[src/rtl/mem_wb_stage_pkg.sv]
// -----------------------------------------------------------------------------
// mem_wb_stage_pkg
// Shared definitions for the MEM/WB stage of the MIPS32 core:
//   - GPR bus widths (RegBuss / RegAddrBuss equivalents)
//   - load-op encodings driven by the decoder down to writeback
// Optional feature macro used by the importing files: MEM_WB_UNALIGNED_EN
// -----------------------------------------------------------------------------
package mem_wb_stage_pkg;

    localparam int REG_BUS_W      = 32;  // RegBuss
    localparam int REG_ADDR_BUS_W = 5;   // RegAddrBuss

    typedef logic [2:0] load_op_t;

    localparam load_op_t LOAD_LW  = 3'b000;
    localparam load_op_t LOAD_LB  = 3'b001;
    localparam load_op_t LOAD_LBU = 3'b010;
    localparam load_op_t LOAD_LH  = 3'b011;
    localparam load_op_t LOAD_LHU = 3'b100;
    localparam load_op_t LOAD_LWL = 3'b101;
    localparam load_op_t LOAD_LWR = 3'b110;

endpackage

[src/rtl/mem_wb_stage_load_align.sv]
// -----------------------------------------------------------------------------
// load_align
// Purely combinational big-endian load alignment (byte 0 = bits 31:24).
// Ports:
//   i_op    load type (LOAD_* codes, 3'b111 behaves as LW)
//   i_off   effective address [1:0]; bit 0 ignored for halfwords
//   i_mem   data-RAM read word
//   i_rt    old rt value, merged by LWL/LWR (only with MEM_WB_UNALIGNED_EN)
//   o_data  aligned value for the GPR
// Macro: MEM_WB_UNALIGNED_EN enables LWL/LWR merging; without it those codes
// decode as LW and the rt input does not exist.
// -----------------------------------------------------------------------------
module load_align
    import mem_wb_stage_pkg::*;
(
    input  load_op_t               i_op,
    input  logic [1:0]             i_off,
    input  logic [REG_BUS_W-1:0]   i_mem,
`ifdef MEM_WB_UNALIGNED_EN
    input  logic [REG_BUS_W-1:0]   i_rt,
`endif
    output logic [REG_BUS_W-1:0]   o_data
);

    logic [7:0]  w_byte;
    logic [15:0] w_half;

    // NOTE: every always_comb output gets a default first so no path can
    // leave it unassigned and infer a latch.
    always_comb begin
        w_byte = i_mem[31:24];
        case (i_off)
            2'd0: w_byte = i_mem[31:24];
            2'd1: w_byte = i_mem[23:16];
            2'd2: w_byte = i_mem[15:8];
            2'd3: w_byte = i_mem[7:0];
            default: w_byte = i_mem[31:24];
        endcase
        w_half = i_off[1] ? i_mem[15:0] : i_mem[31:16];
    end

    always_comb begin
        o_data = i_mem;
        case (i_op)
            LOAD_LB:  o_data = {{24{w_byte[7]}}, w_byte};
            LOAD_LBU: o_data = {24'h0, w_byte};
            LOAD_LH:  o_data = {{16{w_half[15]}}, w_half};
            LOAD_LHU: o_data = {16'h0, w_half};
`ifdef MEM_WB_UNALIGNED_EN
            // LWL fills from the MSB end, keeping the low rt bytes.
            LOAD_LWL: begin
                case (i_off)
                    2'd0: o_data = i_mem;
                    2'd1: o_data = {i_mem[23:0], i_rt[7:0]};
                    2'd2: o_data = {i_mem[15:0], i_rt[15:0]};
                    2'd3: o_data = {i_mem[7:0],  i_rt[23:0]};
                    default: o_data = i_mem;
                endcase
            end
            // LWR fills from the LSB end, keeping the high rt bytes.
            LOAD_LWR: begin
                case (i_off)
                    2'd0: o_data = {i_rt[31:8],  i_mem[31:24]};
                    2'd1: o_data = {i_rt[31:16], i_mem[31:16]};
                    2'd2: o_data = {i_rt[31:24], i_mem[31:8]};
                    2'd3: o_data = i_mem;
                    default: o_data = i_mem;
                endcase
            end
`endif
            default:  o_data = i_mem;
        endcase
    end

endmodule

[src/rtl/mem_wb_stage.sv]
// -----------------------------------------------------------------------------
// mem_wb_stage
// MEM/WB pipeline register with load-data alignment. Drives the GPR write
// port one cycle after the MEM-stage inputs are captured, and freezes the
// synchronous RAM read word on the first stalled cycle so the written value
// stays stable while mem_rdata_i moves on.
// Ports:
//   clk, rst          rising-edge clock, synchronous active-low reset
//   stall_i, flush_i  hold WB / insert bubble (flush wins)
//   mem_*_i           MEM-stage write enable, address, data, load info
//   mem_rdata_i       data-RAM word, valid while the load sits in WB
//   rd_write_o, rd_addr_o, write_data_o   GPR write port
//   wb_valid_o        WB holds a real instruction
// Macro: MEM_WB_UNALIGNED_EN enables LWL/LWR rt merging in load_align.
// -----------------------------------------------------------------------------
module mem_wb_stage
    import mem_wb_stage_pkg::*;
#(
    parameter int DATA_W = REG_BUS_W,
    parameter int ADDR_W = REG_ADDR_BUS_W
) (
    input  logic              clk,
    input  logic              rst,
    input  logic              stall_i,
    input  logic              flush_i,
    input  logic              mem_wen_i,
    input  logic [ADDR_W-1:0] mem_waddr_i,
    input  logic [DATA_W-1:0] mem_wdata_i,
    input  logic              mem_is_load_i,
    input  load_op_t          mem_load_op_i,
    input  logic [1:0]        mem_byte_off_i,
    input  logic [DATA_W-1:0] mem_rdata_i,
    output logic              rd_write_o,
    output logic [ADDR_W-1:0] rd_addr_o,
    output logic [DATA_W-1:0] write_data_o,
    output logic              wb_valid_o
);

    logic              r_valid;
    logic              r_wen;
    logic [ADDR_W-1:0] r_addr;
    logic [DATA_W-1:0] r_data;
    logic              r_is_load;
    load_op_t          r_op;
    logic [1:0]        r_off;
    logic [DATA_W-1:0] r_rdata;
    logic              r_first;   // RAM word still live on mem_rdata_i

    logic [DATA_W-1:0] w_src;
    logic [DATA_W-1:0] w_aligned;

    // NOTE: all state updates use non-blocking assignments so every register
    // samples pre-edge values regardless of statement order.
    always_ff @(posedge clk) begin
        if (!rst) begin
            r_valid   <= 1'b0;
            r_wen     <= 1'b0;
            r_addr    <= '0;
            r_data    <= '0;
            r_is_load <= 1'b0;
            r_op      <= LOAD_LW;
            r_off     <= 2'd0;
            r_rdata   <= '0;
            r_first   <= 1'b0;
        end else if (flush_i) begin
            r_valid <= 1'b0;
            r_wen   <= 1'b0;
        end else if (stall_i) begin
            // The RAM only presents the word for one cycle; park it on the
            // first stalled edge and read the copy from then on.
            if (r_first) begin
                r_rdata <= mem_rdata_i;
                r_first <= 1'b0;
            end
        end else begin
            r_valid   <= 1'b1;
            r_wen     <= mem_wen_i;
            r_addr    <= mem_waddr_i;
            r_data    <= mem_wdata_i;
            r_is_load <= mem_is_load_i;
            r_op      <= mem_load_op_i;
            r_off     <= mem_byte_off_i;
            r_first   <= mem_is_load_i;
        end
    end

    assign w_src = r_first ? mem_rdata_i : r_rdata;

    load_align u_load_align (
        .i_op   (r_op),
        .i_off  (r_off),
        .i_mem  (w_src),
`ifdef MEM_WB_UNALIGNED_EN
        .i_rt   (r_data),
`endif
        .o_data (w_aligned)
    );

    // r0 is hardwired to zero, so writes to it are suppressed here.
    assign rd_write_o   = r_valid & r_wen & (r_addr != '0);
    assign rd_addr_o    = r_addr;
    assign write_data_o = r_is_load ? w_aligned : r_data;
    assign wb_valid_o   = r_valid;

endmodule

[config.mk]
export PLATFORM = sky130hd
export DESIGN_NAME = mem_wb_stage
export DESIGN_NICKNAME = d
export VERILOG_FILES = /design/src/rtl/mem_wb_stage_pkg.sv /design/src/rtl/mem_wb_stage_load_align.sv /design/src/rtl/mem_wb_stage.sv
export SDC_FILE = /design/constraint.sdc
export NUM_CORES = 1
export LEC_CHECK = 0
export CAP_MARGIN = 25
export CORE_ASPECT_RATIO = 1.75
export CORE_MARGIN = 2
export CORE_UTILIZATION = 50
export DETAILED_ROUTE_END_ITERATION = 12
export HOLD_SLACK_MARGIN = 0.12
export PLACE_DENSITY_LB_ADDON = 0.1
export RECOVER_POWER = 100
export SLEW_MARGIN = 30
export SYNTH_ARGS = -nofsm -noshare
export SYNTH_HDL_FRONTEND = slang
export SYNTH_HIERARCHICAL = 1
export SYNTH_SLANG_ARGS = --single-unit
[constraint.sdc]
create_clock -name clk -period 8.4 [get_ports clk]
set_input_delay 1.68 -clock clk [delete_from_list [all_inputs] [get_ports clk]]
set_output_delay 1.68 -clock clk [all_outputs]
set_load 0.02 [all_outputs]
==> results.toml <==
[status]
status = "finished, violations left"
failed_checks = "capacitance limit, slew limit"

[final_layout]
final_nets = 667
drive_gt1_frac = 0.1655
diodes = 0
syn_to_final_growth_pct = 31.46
fin_util = 0.6725

[die]
dieArea_sq_mm = 0.009610
start_util = 0.5115
die_w_um = 74.97
core-area_sq_mm = 0.008615
die_h_um = 128.2
pin_count = 119
rows = 45

[route]
drtIter0Drc = 359
top_layer_used = "met4"
wl_met3_um = 653
wl_per_cell_um = 17.58
vias = 3944
avgViaCountPerCell = 5.563
antenna_left = 0
wl_met2_mm = 6.608
wirelength_mm = 12.46
m1WireLength_mm = 4.503
drcViolationCount = 0
dr.pass1.iters = 4

[placed_design]
hpwl_mm = 9.084
place_congestion = 0.9381
io_buffers = 118

[worst_setup_path]
r2r-start = "r_first$_SDFFE_PN0N_"
path_max_fanout = 16
critPathRequiredTime_ns = 6.72
cp-end-kind = "output port"
crit_start = "mem_rdata_i[23]"
critPathArrivalTime_ns = 5.03
path_class = "in2out"
crit_path_start_kind = "primary input"

[yosys]
synth.ff_latch_count = 78
ys_seq_area_frac = 0.3543
ys_async_sr_fraction = 0
synth_top_area_share = 0.3543
yosysWarningCount = 6
yosys.area.top_type = "dfxtp_1"
netlist_top_cells_area = "dfxtp_1 35%, mux2_2 16%, nand2_1 7.5%"
synth_cell_types = 38
syn_nets = 574
synth_flop_cell = "dfxtp_1"
syn_inst = 494
synth-edff-count = 0
avgSynthCellArea_sq_um = 8.920
syn_area_sq_mm = 0.004407

[clocking]
cts-root-buf = "clkbuf_16"
path_clk_slew_ns = 0.06
holdBufCountCts = 0
cts.repair.resized = 0
cts_inserted_buffers = 9
post_cts_buffers = 0
cts_sinks = 78
clk-insertion-delay-late_ns = 0.34
cts_tree = "yes"
cts_buffer_depth = 2
htree_levels = 3

[timing]
skew_ns = 0.004683
finalCriticalPeriod_ns = 6.714
finalCritPeriodShare = 0.7993
finalHoldViolations = 0
worstMarginPinSlew_ns = 1.886
rsz0062_at_grt = "no"
maxSlewViolCount = 61
tns_ns = 0
slew_headroom = -0.2573
setup_violations = 0
fmax_mhz = 148.9

[global_route]
grt_max_degree = 78
first_global_vias = 3902
antenna_found_initial = 0
grt_pass1_wl_mm = 19.49
grt_overflow = 0
grtUsageTotal = 0.2696

[pwr]
peakVddDrop_v = 0.0001558
p_per_area_mw_per_mm2 = 171.0
p_leak_nw = 2.459

[worst_hold_path]
hold_start = "r_data[21]$_SDFFE_PN0P_"
hp-class = "reg2reg"

[flow_run]
maxCapViolCount = 2
[per-layer routing]
metal	GRT usage	vias to the layer above
li1	-	1897
met1	0.3038	1878
met2	0.4561	135
met3	0.03616	34
met4	0.1775	0
met5	0	-
[registers in the layout (all words and copies together) (netlist names)]
signal,cells
r_op,3
r_off,2
r_is_load,1
r_rdata,32
wb_valid_o,1
r_wen,1
r_data,32
rd_addr_o,5
r_first,1
[cell usage in the layout, fill, tap and decap left out, types with 2 or more instances in the layout]
cell type        instances
nand2_1                 88
dfxtp_1                 78
clkdlybuf4s50_1         77
nor2_1                  66
mux2_2                  64
a21boi_0                44
dlygate4sd3_1           40
o21ai_0                 33
a21o_1                  16
a221o_1                 15
clkbuf_16                9
mux4_2                   9
nor2b_1                  7
inv_1                    5
a21oi_1                  5
buf_4                    4
and2b_1                  2
nand2b_1                 2
clkinvlp_4               2
clkbuf_1                 2
and4b_1                  2
o32ai_1                  2
[final timing paths]
path              slack (ns)  depth (start not counted)                  endpoint
hold reg to reg         0.46                          2   r_data[21]$_SDFFE_PN0P_
setup / recovery        1.69                          7          write_data_o[16]
setup reg to reg        6.63                          4  r_rdata[15]$_SDFFE_PN0P_
hold / removal          0.46                          2   r_data[21]$_SDFFE_PN0P_
[power by group]
group	leakage, nW	switching (mW)	internal (mW)
registers	0.640	0.0139	0.390
logic	1.68	0.0962	0.102
clock network	0.142	0.150	0.238
total	2.46	0.260	0.730
[worst max-delay path: stages]
cell	delay, ns
clkdlybuf4s50_1	0.49
mux2_2	0.22
mux4_2	0.23
nor3b_1	1.40
a21o_1	0.20
mux2_2	0.16
dlygate4sd3_1	0.66
[final cells by class]
cell class                 instances  area [sq um]
tap                              117         146.4
inverter                           5         18.77
timing repair buffer             122          1205
fill                             742          2821
sequential                        78          1562
clock inverter                     5         58.81
clock buffer                      11         242.7
multi-input combinational        371          2560
[logic make-up after synthesis]
family,synth area share
simple gates,0.1706
compound gates,0.1945
flops,0.3543
mux,0.2118
buf+inv,0.06474
xor+xnor,0.003976
[per-stage QoR]
step | hold WS (ns) | power (mW) | cells | area, sq um | setup WS, ns
after global placement | 0.4527 | 0.6101 | 693 | 5493 | 2.519
after CTS | 0.4642 | 1.005 | 709 | 5807 | 2.506
after floorplan | 0.4409 | 0.5299 | 494 | 4407 | 3.531
after global routing | 0.4932 | 1.028 | 709 | 5793 | 1.481
final | 0.4601 | 0.9906 | 709 | 5793 | 1.686
after detailed placement | 0.4565 | 0.6143 | 693 | 5505 | 2.502
[Yosys cell counts, drive strengths merged, types with 3 or more instances]
library cell and count:
o21ai 33, clkbuf 15, nor2b 7, nor2 67, nand2b 3, mux2 64
dfxtp 78, a21o 16, a221o 15, inv 5, a21oi 6, mux4 9
nand2 88, a21boi 45, buf 25
Power figures use the tool's default switching activity.
